==> src/rtl/prog_down_counter_if.sv <==
// Switch/button inputs and count/status outputs of the loadable countdown timer.
// The bench or board top drives the master side; prog_down_counter takes the slave side.
interface prog_down_counter_if;
  logic [3:0] sw_in;
  logic       btn_load;
  logic       btn_start;
  logic [3:0] cout;
  logic       done;
  logic       running;
  logic       tick;

  modport master (
    output sw_in, btn_load, btn_start,
    input  cout, done, running, tick
  );

  modport slave (
    input  sw_in, btn_load, btn_start,
    output cout, done, running, tick
  );
endinterface

==> src/rtl/prog_down_counter.sv <==
// Loadable 4-bit countdown timer with debounced load and start/pause buttons.
// Optional feature macro: PROG_DOWN_COUNTER_AUTO_RELOAD_EN (reload from init instead of stopping at zero).
module prog_down_counter #(
  parameter int unsigned DIVISOR         = 32'd125000000,
  parameter int unsigned DEBOUNCE_CYCLES = 32'd1250000
) (
  input  logic                 clock,
  input  logic                 rst,
  prog_down_counter_if.slave   bus
);

  localparam logic [31:0] DIV_LAST = 32'(DIVISOR - 1);
  localparam logic [23:0] DB_LAST  = 24'(DEBOUNCE_CYCLES - 1);

  typedef enum logic [1:0] {S_IDLE, S_RUN, S_PAUSE, S_DONE} state_t;

  function automatic logic [3:0] sat_dec(input logic [3:0] v);
    return (v == 4'd0) ? 4'd0 : v - 4'd1;
  endfunction

  logic [1:0]  btn_raw;
  logic [1:0]  sync_p0, sync_p1;
  logic [1:0]  db_lvl, db_lvl_d;
  logic [23:0] db_cnt [2];
  logic        load_ev, start_ev;

  assign btn_raw = {bus.btn_start, bus.btn_load};

  // Synchronizer -> debouncer (count restarts whenever the input matches the accepted level again)
  always_ff @(posedge clock) begin
    if (rst) begin
      sync_p0  <= '0;
      sync_p1  <= '0;
      db_lvl   <= '0;
      db_lvl_d <= '0;
      for (int i = 0; i < 2; i++) db_cnt[i] <= '0;
    end else begin
      sync_p0  <= btn_raw;
      sync_p1  <= sync_p0;
      db_lvl_d <= db_lvl;
      for (int i = 0; i < 2; i++) begin
        if (sync_p1[i] == db_lvl[i]) begin
          db_cnt[i] <= '0;
        end else if (db_cnt[i] == DB_LAST) begin
          db_lvl[i] <= sync_p1[i];
          db_cnt[i] <= '0;
        end else begin
          db_cnt[i] <= db_cnt[i] + 24'd1;
        end
      end
    end
  end

  assign load_ev  = db_lvl[0] & ~db_lvl_d[0];
  assign start_ev = db_lvl[1] & ~db_lvl_d[1];

  state_t      state_q, state_n;
  logic [3:0]  cout_q, cout_n;
  logic [31:0] div_q, div_n;
  logic        done_q, running_q, tick_q;
  logic        div_hit, reload;

`ifdef PROG_DOWN_COUNTER_AUTO_RELOAD_EN
  logic [3:0]  init_q;

  always_ff @(posedge clock) begin
    if (rst)          init_q <= '0;
    else if (load_ev) init_q <= bus.sw_in;
  end
`endif

  always_ff @(posedge clock) begin
    if (rst) state_q <= S_IDLE;
    else     state_q <= state_n;
  end

  // Next state; load wins over start when both arrive together
  always_comb begin
    state_n = state_q;
    cout_n  = cout_q;
    div_n   = div_q;
    reload  = 1'b0;
    div_hit = (state_q == S_RUN) && (div_q == DIV_LAST);
    case (state_q)
      S_IDLE: begin
        if (load_ev) begin
          cout_n = bus.sw_in;
        end else if (start_ev) begin
          if (cout_q != 4'd0) begin
            state_n = S_RUN;
            div_n   = '0;
          end else begin
            state_n = S_DONE;
          end
        end
      end
      S_RUN: begin
        if (div_hit) begin
          div_n = '0;
          if (cout_q == 4'd1) begin
`ifdef PROG_DOWN_COUNTER_AUTO_RELOAD_EN
            if (init_q != 4'd0) begin
              cout_n = init_q;
              reload = 1'b1;
            end else begin
              cout_n  = 4'd0;
              state_n = S_DONE;
            end
`else
            cout_n  = 4'd0;
            state_n = S_DONE;
`endif
          end else begin
            cout_n = sat_dec(cout_q);
          end
        end else begin
          div_n = div_q + 32'd1;
        end
        if (start_ev && (state_n == S_RUN)) state_n = S_PAUSE;
      end
      S_PAUSE: begin
        if (load_ev) begin
          cout_n  = bus.sw_in;
          state_n = S_IDLE;
        end else if (start_ev) begin
          state_n = S_RUN;
        end
      end
      S_DONE: begin
        if (load_ev) begin
          cout_n  = bus.sw_in;
          state_n = S_IDLE;
        end
      end
      default: state_n = S_IDLE;
    endcase
  end

  // Registered outputs track the state register; tick is predicted so it leads the decrement
  always_ff @(posedge clock) begin
    if (rst) begin
      cout_q    <= '0;
      div_q     <= '0;
      done_q    <= 1'b0;
      running_q <= 1'b0;
      tick_q    <= 1'b0;
    end else begin
      cout_q    <= cout_n;
      div_q     <= div_n;
      done_q    <= (state_n == S_DONE) || reload;
      running_q <= (state_n == S_RUN);
      tick_q    <= (state_n == S_RUN) && (div_n == DIV_LAST);
    end
  end

  assign bus.cout    = cout_q;
  assign bus.done    = done_q;
  assign bus.running = running_q;
  assign bus.tick    = tick_q;

endmodule
==> src/flat_wrapper.sv <==
// flat-port wrapper written by rule: the top's interface ports become plain ports
module prog_down_counter_flat 
#(
  parameter int unsigned DIVISOR         = 32'd125000000,
  parameter int unsigned DEBOUNCE_CYCLES = 32'd1250000
)
  (clock, rst, bus_sw_in, bus_btn_load, bus_btn_start, bus_cout, bus_done, bus_running, bus_tick);
  prog_down_counter_if bus_i ();
  input  logic clock;
  input  logic rst;
  input wire logic [$bits(bus_i.sw_in)-1:0] bus_sw_in;
  input wire logic [$bits(bus_i.btn_load)-1:0] bus_btn_load;
  input wire logic [$bits(bus_i.btn_start)-1:0] bus_btn_start;
  output wire logic [$bits(bus_i.cout)-1:0] bus_cout;
  output wire logic [$bits(bus_i.done)-1:0] bus_done;
  output wire logic [$bits(bus_i.running)-1:0] bus_running;
  output wire logic [$bits(bus_i.tick)-1:0] bus_tick;
  assign bus_i.sw_in = bus_sw_in;
  assign bus_i.btn_load = bus_btn_load;
  assign bus_i.btn_start = bus_btn_start;
  assign bus_cout = bus_i.cout;
  assign bus_done = bus_i.done;
  assign bus_running = bus_i.running;
  assign bus_tick = bus_i.tick;
  prog_down_counter #(.DIVISOR(DIVISOR), .DEBOUNCE_CYCLES(DEBOUNCE_CYCLES)) u_core (.clock(clock), .rst(rst), .bus(bus_i));
endmodule
==> config.mk <==
export PLATFORM = sky130hd
export DESIGN_NAME = prog_down_counter_flat
export DESIGN_NICKNAME = d
export VERILOG_FILES = /design/src/rtl/prog_down_counter_if.sv /design/src/rtl/prog_down_counter.sv /design/src/flat_wrapper.sv
export SDC_FILE = /design/constraint.sdc
export NUM_CORES = 1
export LEC_CHECK = 0
export ABC_AREA = 1
export ABC_CLOCK_PERIOD_IN_PS = 1750
export CORE_MARGIN = 10
export CORE_UTILIZATION = 45
export DETAILED_ROUTE_END_ITERATION = 8
export MAX_ROUTING_LAYER = met4
export PLACE_DENSITY = 0.72
export SYNTH_ARGS = -nofsm -noshare
export SYNTH_HDL_FRONTEND = slang
export SYNTH_SLANG_ARGS = --single-unit
==> constraint.sdc <==
create_clock -name clock -period 1.75 [get_ports clock]
set_input_delay 0.525 -clock clock [delete_from_list [all_inputs] [get_ports clock]]
set_output_delay 0.525 -clock clock [all_outputs]
set_load 0.05 [all_outputs]
== Word-level counts from Yosys, hierarchy flattened ==
Memories as Yosys holds them, arrays and structs flattened.
Index checks and enable logic that the tools add are counted.

* Equal/unequal tests: 15
* Reductions and logical operators: 10
* Muxes and demuxes: 51
* Add/sub/neg operators: 4
* Bitwise gates (word level): 12

{| class="wikitable"
|+ Operator list
! operator !! count
|-
| 24-bit 2-to-1 mux || 6
|-
| 32-bit 2-to-1 mux || 4
|-
| 32-bit by 27-bit == test with 1-bit output, second input constant || 2
|-
| 32-bit one-hot mux with 2 select lines || 1
|-
| 24-bit by 1-bit adder with 24-bit output, second input constant || 2
|-
| 24-bit by 21-bit == test with 1-bit output, second input constant || 2
|-
| 32-bit by 1-bit adder with 32-bit output, second input constant || 1
|-
| 1-bit 2-to-1 mux || 24
|-
| 2-bit 2-to-1 mux || 10
|-
| 4-bit 2-to-1 mux || 4
|-
| 2-bit one-hot mux with 4 select lines || 1
|-
| 4-bit one-hot mux with 2 select lines || 1
|-
| 2-bit by 1-bit == test with 1-bit output, second input constant || 3
|-
| 2-bit == test, second input constant || 3
|-
| 1-bit bitwise OR || 6
|-
| 2-bit AND reduction || 3
|-
| 4-bit by 1-bit == test with 1-bit output, second input constant || 1
|-
| 4-bit zero test || 1
|-
| 2-bit by 1-bit != test with 1-bit output, second input constant || 2
|-
| 1-bit inverter || 4
|-
| 4-bit nonzero test || 1
|-
| 4-bit by 1-bit subtractor with 4-bit output, second input constant || 1
|-
| 1-bit logical AND || 3
|-
| 3-bit OR reduction || 1
|-
| 3 further kinds || 5
|}

* Logic and storage cells: 104
* Input port bits: 8
* Output and inout port bits: 7
* RAM bits: 48
* Memories: 1
* Register bits after elaboration: 49

{| class="wikitable"
|+ Memories
! name !! words !! width !! read ports !! clocked after Yosys merged registers in !! wr ports !! line !! source
|-
| u_core.db_cnt || 2 || 24 || 2 || 0 || 2 || prog_down_counter.sv:24 || <nowiki>logic [23:0] db_cnt [2];</nowiki>
|}

== Depth between registers and ports, before layout ==
* Depth in word-level cells: 10
* Mapped depth: 16
* Depth with buffers taken out: 16

== Worst setup path before layout ==
No wires, ideal clock.

* Path kind: register to register
* Start: reg u_core.cout_q[0] (netlist: u_core.bus.cout[0])
* End: reg u_core.tick_q (netlist: u_core.bus.tick)
* Required time: 1.686 ns
* Clock period less this slack: 2.067 ns
* Path buffers: 1
* Arrival time: 2.003 ns
* Path slack: -0.317 ns
* Cell stages (with the launch flop): 17
* Library setup time: 0.064 ns
* Path through: dfxtp_1 inv_1 ha_1 nand2_1 nand4_1 nand2_1 inv_1 buf_2 nand2_1 nand2_1 inv_2 nand2_1 nor2_1 nand2_1 nor2_1 nand2_1 nor2_1

* Longest elaborated chain between the ends: 10
* Elaborated cells on any way between the ends: 19
* Those cells by class: 4 x eq/ne; 12 x mux; 3 x reduce/logical

{| class="wikitable"
|+ Ends and longest elaborated chain
! element !! line !! source
|-
| from (decl) || prog_down_counter.sv:58 || <nowiki>logic [3:0] cout_q, cout_n;</nowiki>
|-
| from (signal assigned) || prog_down_counter.sv:148 || <nowiki>cout_q <= cout_n;</nowiki>
|-
| 4-bit by 1-bit == test with 1-bit output || prog_down_counter.sv:100 || <nowiki>if (cout_q == 4'd1) begin</nowiki>
|-
| 2-bit 2-to-1 mux || prog_down_counter.sv:100 ||
|-
| 2-bit 2-to-1 mux || prog_down_counter.sv:98 || <nowiki>if (div_hit) begin</nowiki>
|-
| 2-bit 2-to-1 mux || prog_down_counter.sv:84 || <nowiki>case (state_q)</nowiki>
|-
| 2-bit by 1-bit == test with 1-bit output || prog_down_counter.sv:119 || <nowiki>if (start_ev && (state_n == S_RUN)) state_n = S_PAUSE;</nowiki>
|-
| 1-bit logical AND || prog_down_counter.sv:119 ||
|-
| 2-bit 2-to-1 mux || prog_down_counter.sv:119 ||
|-
| 2-bit one-hot mux with 4 select lines || prog_down_counter.sv:84 ||
|-
| 2-bit by 1-bit == test with 1-bit output || prog_down_counter.sv:152 || <nowiki>tick_q <= (state_n == S_RUN) && (div_n == DIV_LAST);</nowiki>
|-
| 1-bit logical AND * || prog_down_counter.sv:152 ||
|-
| to (signal assigned) || prog_down_counter.sv:152 ||
|-
| to (decl) || prog_down_counter.sv:60 || <nowiki>logic done_q, running_q, tick_q;</nowiki>
|}

Every way passes the cells marked *; elsewhere a longest branch is shown, timed or not. The select of a mux whose other input is x is not followed.
A chain may end at the register's enable or synchronous reset.

==> metrics.csv <==
metric;value;unit
startpoint_type;flop;
fmax;503;MHz
synth_top_family_by_area;simple AND/OR/NAND/NOR gates;
status;finished, violations left;
start_util;0.457;
grt_max_degree;23;
clk_pin_slew_worst_paths;0.08;ns
antenna_found_initial;0;
drt-pass1-iter-count;6;
synth_compound_area_frac;0.0852;
avgSynthCellArea;6.84;um^2
coreArea;0.0132;mm^2
detail-route-antenna-nets;0;
wire_per_inst;14.7;um
worst_pin_slew;0.523;ns
path_class;flop to flop;
grt_usage;0.205;
synthCells;880;
clk_latency;0.36;ns
grt_pass1_vias;6602;
min_period_over_period;1.14;
wl;19.8;mm
h-tree-depth;3;
setup-violations-final;54;
finalPower;4.80;mW
cts_buffers;9;
critPathTopFamily;simple AND/OR/NAND/NOR gates;
die_x;136;um
final_cells;1346;
place_inst;1285;
die_h;136;um
power_density;500;mW/mm^2
use_met2;0.355;
cp_num_buf_inv;1;
p_leak;4.12;nW
gp_congestion;1.02;
clockRootBuffer;clkbuf_16;
synthMuxAreaShare;0;
yosys_warnings;0;
worst_slack;-0.239;ns
drive_gt1_frac;0.423;
relSlewSlack;0.648;
cap_violations;0;
final-max-slew-violation-count;0;
crit_slowest_cell;edfxtp_1;
grt_pass1_wl;30.2;mm
endpoint_kind;flop;
via_per_inst;5.14;
hold_violations;0;
synth_top_area_frac;0.239;
port_buffers;14;
io_pins;15;
finClkSkew;0.00898;ns
min_path_type;flop to flop;
grt-busiest-layer;met2;
cp_slowest_stage_delay;0.36;ns
layout_common_cells;208 x buf_4, 198 x nand2_1, 113 x nor2_1;
cts.sinks;97;
crit_chain;ha_2 -> nand3_4 -> nor2_4 -> nand4_4 -> nor2_4 -> nand2_4 -> nor2_4 -> nand2_4 -> o21ai_2 -> inv_1 -> a211oi_2;
cts_tree;built;
yosys.area_share.adder;0.0104;
cp_common_cell;nor2_4;
failed_checks;negative setup slack;
drc;0;
yosysTopAreaCell;edfxtp_1;
arrival;2.18;ns
mostFrequentLayoutCell;buf_4;
grt.overflow.total;0;
vdd_drop_max;0.000533;V
clock_path_buffers;2;
yosysSeqAreaShare;0.402;
syn2layout_area_growth;59.4;%
worstSetupPathDepth;11;
met3_usage;0.0386;
ys_seq_elements;97;
synth.area.top_cells;edfxtp_1 24%, dfxtp_1 16%, nand2_1 14%;
drtIter0Drc;601;
fin_nets;1178;
diodes;0;
place_hpwl;12.5;mm
reg2regPathDepth;11;
core.rowCount;42;
cp_max_fo;3;
synth-simple-area-share;0.397;
ys_types;45;
die-area;0.0184;mm^2
synth_area;0.00602;mm^2
required;1.94;ns
hold_depth;2;
num_vias;6912;
synth-xor-area-share;0.0174;
period_needed;1.99;ns
met1_usage;0.229;
rsz0062_at_grt;yes;
per-layer routing:
| layer | part of all wire | vias up |
|---|---|---|
| li1 | - | 3372 |
| met1 | 0.40 | 3245 |
| met2 | 0.52 | 225 |
| met3 | 0.045 | 70 |
| met4 | 0.033 | 0 |
| met5 | 0 | - |
sequential cells by signal (all words and copies together) (netlist names), 2 cells and up:
name	count
u_core.bus.cout	4
u_core.db_cnt	48
u_core.db_lvl	2
u_core.db_lvl_d	2
u_core.div_q	32
u_core.state_q	2
u_core.sync_p0	2
u_core.sync_p1	2
area by class of cell:
cell class                      instances  area (um^2)
Timing Repair inverter                  1         6.26
Inverter                              119          462
Timing Repair Buffer                  243         2060
Clock buffer                           10          250
Fill cell                             921         3590
Clock inverter                          6         56.3
Multi-Input combinational cell        694         4070
Sequential cell                        97         2470
Tap cell                              176          220
tightest hold or removal path, delay by kind of cell, from the launching register on:
family	cells	cell delay, ns
flops	1	0.31
simple gates	1	0.03
buf+inv	1	0.04
synthesized netlist by cell type (all sizes together):
cell      n
nand2   235
edfxtp   48
nand3    67
a31oi     4
nor3b     8
conb      1
buf      10
nand4    15
nor2    175
ha        5
o211ai    2
nor4      7
inv     116
o21a      1
dfxtp    49
o22ai     1
a21oi    36
a211oi    6
xnor2     6
nand3b    1
a32oi     1
o21ai    39
clkinv    3
clkbuf    7
a311oi    1
xor2      6
o21bai    1
nor3     25
or2       3
and3      1
cells by family (layout without fill, tap and decap cells):
logic type,count (synthesis),count (layout)
AOI/OAI and AO/OA,92,92
xor gates and xnor gates,12,12
and+or+nand+nor,537,537
DFF,97,97
other,1,48
buffers and inverters,136,379
adders and majority gates,5,5
worst paths after layout:
check                            from                   end  slack [ns]
setup / recovery  u_core.db_cnt[1][1]  u_core.db_cnt[1][22]       -0.24
hold / removal      u_core.sync_p0[0]     u_core.sync_p1[0]        0.41
setup reg to reg  u_core.db_cnt[1][1]  u_core.db_cnt[1][22]       -0.24
hold reg to reg     u_core.sync_p0[0]     u_core.sync_p1[0]        0.41
through the flow:
| step | hold WS (ns) | area (um^2) | util | TNS, ns | setup WS (ns) |
|---|---|---|---|---|---|
| final | 0.410 | 9600 | 0.728 | -5.83 | -0.239 |
| after global routing | 0.418 | 9600 | 0.728 | -12.52 | -0.330 |
| after CTS | 0.408 | 8940 | 0.678 | -1.57 | -0.118 |
| after detailed placement | 0.398 | 8000 | 0.606 | -13.02 | -0.316 |
| after global placement | 0.390 | 8000 | 0.606 | -10.49 | -0.269 |
| after floorplan | 0.388 | 6260 | - | -0.104 | -0.0271 |
repair_timing:
action / 4_1_cts / 5_1_grt
gates resized for setup: 118 / 152
hold endpoints to repair: 0 / 0
gates cloned: 1 / 3
endpoints found under the setup margin: 50 / 78
pin swaps: 60 / 43
hold buffers: 0 / 0
buffers inserted: 32 / 13
report_power, final:
group | leakage (nW) | switching (mW) | internal, mW
Sequential | 0.906 | 0.0457 | 2.42
Clock | 0.154 | 0.981 | 1.09
Combinational | 3.06 | 0.163 | 0.108
(Power assumes the default switching activity.)
